**src/rtl/l1ca_code_nco.sv**
```systemverilog
// Code-rate NCO and early/prompt/late replica stage for one L1 C/A tracking channel.
// Optional epoch snapshot registers are built when L1CA_NCO_SNAPSHOT_EN is defined.
module l1ca_code_nco #(
    parameter int ACC_W = 32
) (
    input  logic             clk,
    input  logic             nrst,
    input  logic             start,
    input  logic             stop,
    input  logic [ACC_W-1:0] phase_init,
    input  logic [ACC_W-1:0] fcw,
    input  logic             fcw_valid,
    output logic             fcw_ready,
    input  logic             code_in,
    input  logic             epoch_in,
    input  logic [9:0]       chip_in,
    output logic             gen_en,
    output logic             gen_clear,
    output logic             early,
    output logic             prompt,
    output logic             late,
    output logic             epl_valid,
    output logic             strobe,
    output logic             prompt_epoch,
    output logic [4:0]       ms_cnt,
    output logic [9:0]       snap_chip,
    output logic [ACC_W-1:0] snap_phase,
    output logic [1:0]       dbg_state
);

    // fcw handshake: a word transfers on a rising clk edge where fcw_valid && fcw_ready;
    // fcw_ready depends only on state, never on fcw_valid.
    typedef enum logic [1:0] {
        S_IDLE  = 2'd0,
        S_CLEAR = 2'd1,
        S_PRIME = 2'd2,
        S_RUN   = 2'd3
    } state_e;

    localparam logic [ACC_W-1:0] FCW_MAX = {2'b01, {(ACC_W-2){1'b0}}};

    state_e           state_q, state_d;
    logic [1:0]       prime_cnt_q, prime_cnt_d;
    logic [ACC_W-1:0] acc_q, acc_d;
    logic [ACC_W-1:0] fcw_q, fcw_d;
    logic             gen_en_q, gen_en_d;
    logic             h1_q, h1_d;
    logic             samp_q, samp_d;
    logic             strobe_q, strobe_d;
    logic [2:0]       code_sr_q, code_sr_d;
    logic [2:0]       epoch_sr_q, epoch_sr_d;
    logic [4:0]       ms_q, ms_d;

    logic [ACC_W:0]   sum;
    logic             carry;
    logic             raw_half;
    logic             active;
    logic             adv;
    logic             pe;

    always_comb begin
        state_d     = state_q;
        prime_cnt_d = prime_cnt_q;
        case (state_q)
            S_IDLE:  if (start) state_d = S_CLEAR;
            S_CLEAR: begin
                state_d     = S_PRIME;
                prime_cnt_d = 2'd0;
            end
            S_PRIME: begin
                if (strobe_q) begin
                    if (prime_cnt_q == 2'd2) state_d = S_RUN;
                    else                     prime_cnt_d = prime_cnt_q + 2'd1;
                end
            end
            S_RUN:   if (start) state_d = S_CLEAR;
            default: state_d = S_IDLE;
        endcase
        if (stop) state_d = S_IDLE;
    end

    // The pipeline only advances when this cycle and the next are both tracking, so an
    // in-flight sample is dropped on stop/restart instead of landing in IDLE or CLEAR.
    always_comb begin
        active   = (state_q == S_PRIME) || (state_q == S_RUN);
        adv      = active && ((state_d == S_PRIME) || (state_d == S_RUN));
        sum      = {1'b0, acc_q} + {1'b0, fcw_q};
        carry    = sum[ACC_W];
        raw_half = carry | (~acc_q[ACC_W-1] & sum[ACC_W-1]);
        pe       = strobe_q & epoch_sr_q[1] & ~epoch_sr_q[2] & (state_q == S_RUN);

        acc_d      = acc_q;
        gen_en_d   = 1'b0;
        h1_d       = 1'b0;
        samp_d     = 1'b0;
        strobe_d   = 1'b0;
        code_sr_d  = code_sr_q;
        epoch_sr_d = epoch_sr_q;
        ms_d       = ms_q;

        if (pe) ms_d = (ms_q == 5'd19) ? 5'd0 : ms_q + 5'd1;

        if (state_q == S_CLEAR) begin
            acc_d      = phase_init;
            code_sr_d  = 3'b000;
            epoch_sr_d = 3'b000;
            ms_d       = 5'd0;
        end else if (adv) begin
            acc_d    = sum[ACC_W-1:0];
            gen_en_d = carry;
            h1_d     = raw_half;
            samp_d   = h1_q;
            strobe_d = samp_q;
            if (samp_q) begin
                code_sr_d  = {code_sr_q[1:0], code_in};
                epoch_sr_d = {epoch_sr_q[1:0], epoch_in};
            end
        end
    end

    always_comb begin
        fcw_ready = (state_q == S_IDLE) || (state_q == S_RUN);
        fcw_d     = fcw_q;
        if (fcw_valid && fcw_ready) fcw_d = (fcw > FCW_MAX) ? FCW_MAX : fcw;
    end

    always_ff @(posedge clk or negedge nrst) begin
        if (!nrst) begin
            state_q     <= S_IDLE;
            prime_cnt_q <= 2'd0;
            acc_q       <= '0;
            fcw_q       <= '0;
            gen_en_q    <= 1'b0;
            h1_q        <= 1'b0;
            samp_q      <= 1'b0;
            strobe_q    <= 1'b0;
            code_sr_q   <= 3'b000;
            epoch_sr_q  <= 3'b000;
            ms_q        <= 5'd0;
        end else begin
            state_q     <= state_d;
            prime_cnt_q <= prime_cnt_d;
            acc_q       <= acc_d;
            fcw_q       <= fcw_d;
            gen_en_q    <= gen_en_d;
            h1_q        <= h1_d;
            samp_q      <= samp_d;
            strobe_q    <= strobe_d;
            code_sr_q   <= code_sr_d;
            epoch_sr_q  <= epoch_sr_d;
            ms_q        <= ms_d;
        end
    end

`ifdef L1CA_NCO_SNAPSHOT_EN
    logic [9:0]       snap_chip_q, snap_chip_d;
    logic [ACC_W-1:0] snap_phase_q, snap_phase_d;

    always_comb begin
        snap_chip_d  = snap_chip_q;
        snap_phase_d = snap_phase_q;
        if (pe) begin
            snap_chip_d  = chip_in;
            snap_phase_d = acc_q;
        end
    end

    always_ff @(posedge clk or negedge nrst) begin
        if (!nrst) begin
            snap_chip_q  <= 10'd0;
            snap_phase_q <= '0;
        end else begin
            snap_chip_q  <= snap_chip_d;
            snap_phase_q <= snap_phase_d;
        end
    end

    assign snap_chip  = snap_chip_q;
    assign snap_phase = snap_phase_q;
`else
    logic unused_chip;
    assign unused_chip = ^chip_in;
    assign snap_chip   = 10'd0;
    assign snap_phase  = '0;
`endif

    assign gen_clear    = (state_q == S_CLEAR);
    assign gen_en       = gen_en_q;
    assign strobe       = strobe_q;
    assign early        = code_sr_q[0];
    assign prompt       = code_sr_q[1];
    assign late         = code_sr_q[2];
    assign epl_valid    = (state_q == S_RUN);
    assign prompt_epoch = pe;
    assign ms_cnt       = ms_q;
    assign dbg_state    = state_q;

endmodule
```
**config.mk**
```make
export PLATFORM = sky130hd
export DESIGN_NAME = l1ca_code_nco
export DESIGN_NICKNAME = d
export VERILOG_FILES = /design/src/rtl/l1ca_code_nco.sv
export SDC_FILE = /design/constraint.sdc
export NUM_CORES = 1
export LEC_CHECK = 0
export CAP_MARGIN = 20
export CELL_PAD_IN_SITES_DETAIL_PLACEMENT = 1
export CELL_PAD_IN_SITES_GLOBAL_PLACEMENT = 1
export CORE_UTILIZATION = 41
export DETAILED_ROUTE_END_ITERATION = 8
export GPL_ROUTABILITY_DRIVEN = 0
export GPL_TIMING_DRIVEN = 0
export PLACE_DENSITY = 0.95
export SLEW_MARGIN = 20
export SYNTH_ARGS = -nofsm -noshare
export SYNTH_HDL_FRONTEND = slang
export SYNTH_SLANG_ARGS = --single-unit
export TNS_END_PERCENT = 1
```
**constraint.sdc**
```tcl
create_clock -name clk -period 3.9 [get_ports clk]
set_input_delay 0.975 -clock clk [delete_from_list [all_inputs] [get_ports clk]]
set_output_delay 0.975 -clock clk [all_outputs]
set_load 0.01 [all_outputs]
```
==> results.toml, run 1 <==
[yosys]
async_reset_ff_share_pct = 100.0
ys_ff_latch = 83
synth_top_family_by_area = "compound AO/OA/AOI/OAI gates"
synth-main-ff-cell = "dfrtp_1"
syn_inst = 622
synthTopCellsByArea = "dfrtp_1, ha_1, buf_4, a21oi_1, a22o_1"
yosysWarnings = 0
muxShareOfSynthArea_pct = 2.363
synth_edf_count = 0
yosysUniqueCellTypes = 68
yosysTopAreaCell = "dfrtp_1"
synth-adder-area-share_pct = 8.445
syn_area_um2 = 5719
syn_area_per_cell_um2 = 9.195
yosys.area.top_type_share_pct = 36.32
synth_compound_area_share_pct = 25.36
synth-seq-area-share_pct = 36.32
yosys.area_share.simple_pct = 15.05
synthXorXnorAreaFrac_pct = 2.910

[worst_setup_path]
end_kind = "flip-flop"
regToRegSetupSlack_ps = 710
r2r-start = "acc_q[0]"
worstRegToRegCells = 11
arrival_ps = 3450
startpoint_type = "flip-flop"
cp.required_ps = 4160
reg2reg_to = "h1_q"
critical_path_class = "flip-flop to flip-flop"
path_max_fanout = 3

[sta]
slew_headroom_pct = 41.83
tightest_slew_ps = 863.5
drv_slew = 0
finalCritPeriodShare_pct = 81.79
rsz0062_at_grt = "no"
min_period_ps = 3190
setup_viol = 0
timing.hold.ws_ps = 456.6
finalHoldViolCount = 0
max_freq_mhz = 313.5
fin_tns_setup_ps = 0
finalClockSkew_ps = 10.84
fin_ws_ps = 710.0

[drt]
avgViaCountPerCell = 5.833
dr.pass1.iters = 5
avgRoutedWirePerCell_um = 20.63
remaining_drc_errors = 0
final_antenna_net_count = 0
drt_iter0_markers = 339
drt_wl_total_mm = 19.44
vias = 5495

[pwr]
internal_power_mw = 2.678
cellPowerDensity_nw_per_um2 = 645.2
pwr-share-clk_pct = 20.3
p_switching_mw = 2.027
seqPwrFrac_pct = 28.0
max-vdd-ir-drop_v = 0.0003203
p_total_mw = 4.705
netSwitchingFraction_pct = 43.09
combPwrFrac_pct = 51.7
power_leakage_nw = 3.463

[clock_tree]
cts_buffer_depth = 2
cts_tree = "yes"
htree_num_levels = 3
cts_setup_buffers = 0
cts_hold_buffers = 0
clkTransAtPathRegs_ps = 60
cts_root_buf = "clkbuf_16"
clock_latency_ps = 350
ctsResizeCount = 0
cts.sinks = 83
cts_buffers = 9

[run_status]
outcome = "finished clean"

[floorplan]
fp.coreArea_um2 = 13400
initial_core_util_pct = 42.68
die_w_um = 120.1
pin_count = 139
chipHeight_um = 120.1
row_count = 42
die_area_um2 = 14430

[finish]
drive_gt1_share_pct = 11.75
instances_no_fill = 942
final_common_cell = "clkdlybuf4s50_1"
nets = 880
diodes = 0
final_cell_mix = "clkdlybuf4s50_1, dfrtp_1, nand2_1"
post-route-util_pct = 54.42
area_growth_pct = 27.50
final_area_um2 = 7292

[hold_path]
whs_endpoint = "samp_q"
hold_path.class = "flip-flop to flip-flop"
min_from = "h1_q"
whs_path_depth = 1

[flow_run]
max_cap_viol_count = 0

[placement]
post_dp_cell_area_um2 = 6972
place.port_buffers = 86
dp_hpwl_mm = 14.38
dpl_worst_slack_ps = 582.6
dp_cells = 926

[grt]
grt_first_pass_wirelength_mm = 31.19
grt_pass1_vias = 5992
grt-ovfl-total = 0
grt_max_degree = 46
grt_usage_pct = 28.19
antenna_found_initial = 0
## worst max-delay path: stages (launching register included)
cell and delay, ps:
dfrtp_1 370, ha_1 210, inv_1 90, fa_1 420, and2b_1 280, o2111ai_1 240, a211o_1 430, a21o_1 230
or2_1 240, a31oi_1 250, a31oi_1 180, a31oi_1 160
## cell families (layout without fill, tap and decap cells)
logic type | count (synthesis) | after routing
adder cells (fa/ha/maj) | 38 | 38
multiplexers | 13 | 13
AND/OR/NAND/NOR | 167 | 167
buffers and inverters | 92 | 195
other | 1 | 42
AO/OA/AOI/OAI | 209 | 209
XOR/XNOR | 19 | 19
flip-flops | 83 | 83
## power groups by stage
stage,clock network [mW],logic [mW],registers (mW)
2_1_floorplan,0,1.68,1.25
3_3_place_gp,0,2.16,1.30
3_5_place_dp,0,2.34,1.32
4_1_cts,0.958,2.40,1.31
5_1_grt,0.993,2.65,1.35
6_report,0.954,2.43,1.32
## sequential cells by signal, summed over array words and instances (netlist names)
| signal | flops |
|---|---|
| samp_q | 1 |
| fcw_q | 32 |
| epoch_sr_q | 3 |
| gen_en | 1 |
| code_sr_q | 3 |
| dbg_state | 2 |
| acc_q | 32 |
| ms_cnt | 5 |
| h1_q | 1 |
| strobe | 1 |
| prime_cnt_q | 2 |
## worst max path at each step
stage               depth (start not counted)  startpoint   endpoint
finish                                     11    acc_q[0]       h1_q
global route                               11    acc_q[0]  acc_q[30]
global placement                            1        nrst  ms_cnt[4]
floorplan                                  11    acc_q[0]  acc_q[30]
detailed placement                          8       start  acc_q[19]
CTS                                        11    fcw_q[0]       h1_q
## cell type report
class	instances	area, um^2
Fill cell	1580	6108
Multi-Input combinational cell	488	3253
Sequential cell	83	2077
Timing Repair Buffer	87	878.3
Buffer	75	479.2
Clock buffer	12	246.5
Tap cell	176	220.2
Clock inverter	4	73.82
Inverter	17	63.81
## Yosys cell counts (all sizes together), types with 9 or more instances
cell and instances:
mux2i 9, nand2 60, a22o 32, dfrtp 83
nor2 27, xnor2 12, inv 17, buf 57
nor3b 12, and2 10, nor3 9, a21oi 58
ha 37, a21o 24, nor4 9, o21ai 43
clkbuf 18
## layer usage
layer	global-route usage (%)	up-vias	share of wire (%)
met2	48.85	237	50
met5	0	-	0
li1	-	2476	-
met3	4.183	61	5.8
met1	33.34	2721	40
met4	15.39	0	3.9
Note: power is estimated with default switching activity, not from simulation.
==> inputs of run 2 (changes only) <==
Settings changed: CORE_UTILIZATION 41 to 38, PLACE_DENSITY 0.95 to 0.93.
Clock period 3.9 ns to 3.2 ns, I/O delays scaled along.
==> results.toml, run 2 (synthesized netlist as in run 1, its figures left out) <==
[pwr]
power_leakage_nw = 3.441
cellPowerDensity_nw_per_um2 = 754.4
max-vdd-ir-drop_v = 0.0003261
p_total_mw = 5.476

[clock_tree]
cts_tree = "yes"
cts.sinks = 83
clkTransAtPathRegs_ps = 60
cts_hold_buffers = 0
clock_latency_ps = 340
cts_buffers = 9
htree_num_levels = 3
cts_buffer_depth = 2
cts_root_buf = "clkbuf_16"

[placement]
place.port_buffers = 86
dpl_worst_slack_ps = 50.88
dp_cells = 934
dp_hpwl_mm = 13.94
post_dp_cell_area_um2 = 6989

[sta]
setup_viol = 0
finalClockSkew_ps = 13.33
fin_tns_setup_ps = 0
max_freq_mhz = 335.0
slew_headroom_pct = 46.97
finalCritPeriodShare_pct = 93.29
min_period_ps = 2985
tightest_slew_ps = 795.5
rsz0062_at_grt = "no"
drv_slew = 0
fin_ws_ps = 214.8
timing.hold.ws_ps = 440.0
finalHoldViolCount = 0

[grt]
grt_usage_pct = 23.93
grt_pass1_vias = 5496
antenna_found_initial = 0
grt-ovfl-total = 0
grt_max_degree = 47
grt_first_pass_wirelength_mm = 29.10

[drt]
remaining_drc_errors = 0
avgViaCountPerCell = 5.568
dr.pass1.iters = 4
avgRoutedWirePerCell_um = 19.41
drt_wl_total_mm = 18.40
vias = 5278
final_antenna_net_count = 0
drt_iter0_markers = 215

[worst_setup_path]
path_max_fanout = 3
critical_path_class = "flip-flop to flip-flop"
cp_slowest_cell = "a211o_1"
cp.required_ps = 3440
arrival_ps = 3230
crit_chain = "ha_1, inv_1, fa_1, and2b_1, o2111ai_1, a211o_1, a21o_1, or2_1, a31oi_1, a31oi_1, a31oi_1"
regToRegSetupSlack_ps = 210
worstRegToRegCells = 11
max_stage_delay_ps = 410
r2r-start = "fcw_q[0]"
path_common_cell = "a31oi_1"
crit_buf_inv = 1
startpoint_type = "flip-flop"
reg2reg_to = "h1_q"
crit_family = "compound AO/OA/AOI/OAI gates"
end_kind = "flip-flop"

[floorplan]
row_count = 44
fp.coreArea_um2 = 14590
die_area_um2 = 15550
die_w_um = 124.7
pin_count = 139
initial_core_util_pct = 39.20
chipHeight_um = 124.7

[finish]
post-route-util_pct = 49.75
final_common_cell = "clkdlybuf4s50_1"
final_cell_mix = "clkdlybuf4s50_1, dfrtp_1, nand2_1"
diodes = 0
nets = 879
instances_no_fill = 948
final_area_um2 = 7258
area_growth_pct = 26.91
drive_gt1_share_pct = 11.52

[flow_run]
max_cap_viol_count = 0

[hold_path]
hold_path.class = "input port to asynchronous set/reset pin"

[run_status]
outcome = "finished clean"
[run 2: changes by cell type in the layout (fill, tap and decap cells not counted), sizes merged]
cell / previous run / this run
clkbuf: 30 / 31
clkinv: 2 / 1
bufinv: 2 / 0
[run 2: area by class of cell]
class	instances	area, um^2
clock buffer	14	264.0
fill	1712	7331
multi-input combinational	488	3253
timing repair buffer	87	885.9
buffer	74	475.5
tap	184	230.2
clock inverter	1	8.758
inverter	17	63.81
sequential	83	2077
[run 2: routing by layer]
layer	vias to the layer above	GRT usage, %	share of wire [%]
met4	0	12.97	4.3
met3	53	3.136	5.0
met2	175	40.27	48
met5	-	0	0
met1	2576	29.65	42
li1	2474	-	-
[run 2: power breakdown]
| part | leakage (nW) | total [mW] | switching (mW) | internal, mW |
|---|---|---|---|---|
| sequential | 1.09 | 1.59 | 0.232 | 1.36 |
| combinational | 2.22 | 2.90 | 1.70 | 1.19 |
| clock | 0.133 | 0.986 | 0.419 | 0.567 |
[run 2: how the worst max path moves through the flow]
stage,startpoint,end,cells after the start
after floorplan,acc_q[0],acc_q[30],11
after global placement,nrst,fcw_q[2],1
after detailed placement,fcw[15],fcw_q[10],7
after CTS,fcw_q[0],h1_q,11
after global routing,acc_q[0],h1_q,11
final,fcw_q[0],h1_q,11
[run 2: timing repair]
action | CTS | global route
buffers inserted | 0 | 0
gates resized for setup | 0 | 0
endpoints found under the setup margin | 0 | 1
==> RTL change 1, RTL diff (flow settings as in run 2) <==
Set the parameter `ACC_W` to 24 (it was 32).
--- a/src/rtl/l1ca_code_nco.sv
+++ b/src/rtl/l1ca_code_nco.sv
@@ -1,7 +1,7 @@
 // Code-rate NCO and early/prompt/late replica stage for one L1 C/A tracking channel.
 // Optional epoch snapshot registers are built when L1CA_NCO_SNAPSHOT_EN is defined.
 module l1ca_code_nco #(
-    parameter int ACC_W = 32
+    parameter int ACC_W = 24
 ) (
     input  logic             clk,
     input  logic             nrst,
Interface: changed (resized fcw, phase_init and snap_phase); port bits go from 139 to 115. The function was not compared with the original's and may differ.
==> RTL change 1 against run 2 <==
  * Setup slack improved by 120 ps
  * Power down 18%
  * Routed wire length shrank 30%
  * Highest routed layer unchanged
  * Sequential cell count is 16 lower
  * Count of clock-buffer cells in the layout shrank 4
  * Cell area shrank 21%
  * Critical path type unchanged
  * Area after synthesis decreased by 24%
  * Synthesized cell count decreased by 23%
==> RTL change 1: results <==
{
  "status": "complete, no violations",
  "netlist_top_cells_count": "67 x dfrtp_1, 51 x nand2_1, 43 x a21oi_1",
  "wl_met3_um": 721,
  "grt_max_degree": 36,
  "crit_slowest_cell": "fa_1",
  "wl_met2_um": 6450,
  "grt.total_usage": 0.234,
  "wirelength_met1_um": 5360,
  "cellPowerDensity_nw_per_um2": 782,
  "cp_data_arrival_time_ps": 3130,
  "muxShareOfSynthArea": 0.0285,
  "grt_pass1_vias": 4327,
  "yosysUniqueCellTypes": 54,
  "routed_wl_um": 12800,
  "worst_pin_slew_ps": 651,
  "fin_skew_ps": 9.81,
  "synthAdderAreaFrac": 0.0880,
  "dpl_worst_slack_ps": 254,
  "final_nets": 690,
  "slowest_delay_ps": 390,
  "synth_compound_area_frac": 0.217,
  "dr.first_iter.drc_count": 221,
  "peakVddDrop_uv": 430,
  "num_vias": 4004,
  "post-dp-hpwl_um": 9810,
  "placed_cells": 724,
  "yosys-top-cells-area": "dfrtp_1 39%, ha_1 8.3%, buf_4 5.9%, a21oi_1 4.9%, a22o_1 4.4%",
  "ys_seq_area_frac": 0.386,
  "synth_xor_area_frac": 0.0383,
  "grt_pass1_wl_um": 21100,
  "power.leakage_nw": 2.70,
  "port_buffers": 70,
  "crit_family": "compound AO/OA/AOI/OAI gates",
  "fillers": 1303,
  "drive_gt1_frac": 0.112
}
## RTL change 1: power breakdown
group	switching (mW)	internal [mW]	total [mW]
sequential	0.187	1.08	1.27
clock	0.384	0.783	1.17
combinational	1.20	0.837	2.04
total	1.77	2.70	4.47
## RTL change 1: final timing paths
kind	end	start	cells past startpoint	slack [ps]
min reg2reg	samp_q$_DFF_PN0_	h1_q$_DFF_PN0_	1	460
max	acc_q[20]$_DFFE_PN0P_	fcw_q[0]$_DFFE_PN0P_	11	340
min	fcw_q[5]$_DFFE_PN0P_	nrst	1	400
max in group asynchronous	dbg_state[1]$_DFF_PN0_	nrst	2	2260
max reg2reg	acc_q[20]$_DFFE_PN0P_	fcw_q[0]$_DFFE_PN0P_	11	340
min in group clk	samp_q$_DFF_PN0_	h1_q$_DFF_PN0_	1	460
## RTL change 1: cells by family after synthesis
group | after synthesis
AOI/OAI and AO/OA | 143
and+or+nand+nor | 143
DFF | 67
buffers and inverters | 65
adders and majority gates | 30
xor gates and xnor gates | 19
muxes | 12
other | 1
## RTL change 1: area by class of cell
| class | instances | area share |
|---|---|---|
| multi-input cells | 381 | 0.423 |
| flip-flops and latches | 67 | 0.293 |
| repair buffers | 71 | 0.126 |
| plain buffers | 52 | 0.0578 |
| clock buffers | 10 | 0.0418 |
| well taps | 140 | 0.0306 |
| clock inverters | 6 | 0.0197 |
| inverters | 13 | 0.00853 |
## RTL change 1: through the flow
stage,area (um^2),TNS (ps)
after floorplan,4470,0
after global placement,5350,-56320
after detailed placement,5370,0
after CTS,5720,0
after global routing,5720,0
final,5720,0
## RTL change 1: routing by layer
| metal | vias up | track usage |
|---|---|---|
| li1 | 1883 | - |
| met3 | 26 | 0.0436 |
| met2 | 130 | 0.412 |
| met4 | 0 | 0.0975 |
| met1 | 1965 | 0.278 |
| met5 | - | 0 |
==> RTL change 2, RTL diff (flow settings as in run 2) <==
Without the edit above. `ms_q` no longer has a reset.
--- a/src/rtl/l1ca_code_nco.sv
+++ b/src/rtl/l1ca_code_nco.sv
@@ -136,7 +136,6 @@
             strobe_q    <= 1'b0;
             code_sr_q   <= 3'b000;
             epoch_sr_q  <= 3'b000;
-            ms_q        <= 5'd0;
         end else begin
             state_q     <= state_d;
             prime_cnt_q <= prime_cnt_d;
@@ -148,8 +147,11 @@
             strobe_q    <= strobe_d;
             code_sr_q   <= code_sr_d;
             epoch_sr_q  <= epoch_sr_d;
-            ms_q        <= ms_d;
-        end
+        end
+    end
+
+    always_ff @(posedge clk) begin
+        ms_q <= ms_d;
     end
 
 `ifdef L1CA_NCO_SNAPSHOT_EN
Formal check against the unedited RTL: same outputs for any inputs over 4 cycles, from zero or initial values and one cycle with nrst low; that may be too few to reach the edited logic, so the function may still have changed.
==> RTL change 2 against run 2 <==
  * Area after synthesis fell by 0.88%
  * Hold slack got worse by 100 ps
  * Setup slack got worse by 54 ps
  * Routed wire length rose by 0.73%
  * Maximum frequency fell by 1.8%
  * Largest power group unchanged
  * Power rose by 0.69%
  * Count of clock-buffer cells in the layout fell by 3
  * Critical endpoint is now fcw_q[11]$_DFFE_PN0P_
  * Sequential cell count did not move
  * Combinational power fell by 1%
  * Largest cell class unchanged
  * Final cell count rose by 1.9%
  * Highest routed layer unchanged
  * Cell area fell by 0.31%
==> RTL change 2: results <==
{
  "status": "complete, no violations",
  "clk_latency_ps": 360,
  "dr.first_iter.drc_count": 287,
  "ys_seq_area_frac": 0.362,
  "wl_per_cell_um": 19.2,
  "synthArstFlopShare": 0.940,
  "setup_viol": 0,
  "postSynthAreaPerCell_um2": 8.89,
  "num_vias": 5486,
  "power_switching_mw": 2.43,
  "yosysUniqueCellTypes": 71,
  "worst_pin_slew_ps": 775,
  "grt_max_degree": 56,
  "drive_gt1_frac": 0.0997,
  "grt_pass1_wl_um": 29300,
  "via_per_inst": 5.68,
  "netlist_top_cells_count": "78 x dfrtp_1, 60 x a21oi_1, 57 x nand2_1",
  "final_nets": 896,
  "fin_skew_ps": 11.4,
  "power.leakage_nw": 3.30,
  "cp_max_fo": 10,
  "yosys-top-cells-area": "dfrtp_1 34%, ha_1 8.2%, buf_4 5.6%, a21oi_1 5.3%, a22o_1 4.6%",
  "grt.total_usage": 0.254,
  "placed_cells": 950,
  "cts.repair.resized": 0,
  "cp_data_arrival_time_ps": 3330,
  "drt_first_pass_iters": 4,
  "peakVddDrop_uv": 353,
  "cts_max_level": 3
}
RTL change 2: cell count changes after synthesis, sizes merged, moves of 7 or more:
cell	delta
buf	-10
and3	+16
nor3b	-10
a21o	-10
or3	+7
nor3	+8
nand3	+11
RTL change 2: worst paths after layout:
kind                                         from                    end  slack (ps)  cells after the start
max in group asynchronous                    nrst  acc_q[22]$_DFFE_PN0P_        2250                      2
setup / recovery                          fcw[23]  fcw_q[11]$_DFFE_PN0P_         160                      7
hold reg to reg                    h1_q$_DFF_PN0_       samp_q$_DFF_PN0_         500                      1
setup reg to reg           dbg_state[0]$_DFF_PN0_   acc_q[6]$_DFFE_PN0P_         240                      9
min in group clk                   h1_q$_DFF_PN0_       samp_q$_DFF_PN0_         500                      1
hold / removal                               nrst  acc_q[16]$_DFFE_PN0P_         340                      1
RTL change 2: worst max-delay path: stages:
cell	delay [ps]
clkdlybuf4s50_1	430
nor4_1	570
nand4_1	300
o22a_1	260
nor2_1	260
clkbuf_1	470
a22o_1	220
RTL change 2: kinds of logic after synthesis:
kind of cell | share of synthesized area
multiplexers | 0.0196
flip-flops | 0.362
buffers and inverters | 0.0876
AND/OR/NAND/NOR | 0.168
XOR/XNOR | 0.0247
AO/OA/AOI/OAI | 0.252
adder cells (fa/ha/maj) | 0.0852
other | 0.000661
RTL change 2: layer usage:
metal | global-route usage | vias up | wire length [um]
met5 | 0 | - | 0
met4 | 0.0714 | 0 | 375
met3 | 0.0545 | 28 | 1410
met2 | 0.415 | 221 | 8680
met1 | 0.338 | 2680 | 8060
li1 | - | 2557 | -
RTL change 2: area by class of cell:
type,count,area [um^2]
Clock inverter,5,62.6
Buffer,71,430
Fill cell,1755,7300
Timing Repair Buffer,87,886
Sequential cell,83,2050
Clock buffer,11,233
Inverter,18,67.6
Tap cell,184,230
Multi-Input combinational cell,507,3270
RTL change 2: through the flow:
stage | worst slack [ps] | power [mW] | cell area, um^2
floorplan | 741 | 3.48 | 5820
global placement | -1520 | 4.23 | 6910
detailed placement | -206 | 4.36 | 6940
CTS | 177 | 5.47 | 7230
global route | -9.11 | 5.87 | 7240
finish | 161 | 5.51 | 7240
RTL change 2: power by group through the flow:
stage | Combinational, mW | Sequential (mW) | Clock, mW
2_1_floorplan | 1.97 | 1.52 | 0
3_3_place_gp | 2.66 | 1.57 | 0
3_5_place_dp | 2.77 | 1.59 | 0
4_1_cts | 2.81 | 1.58 | 1.08
5_1_grt | 3.13 | 1.62 | 1.12
6_report | 2.86 | 1.58 | 1.07
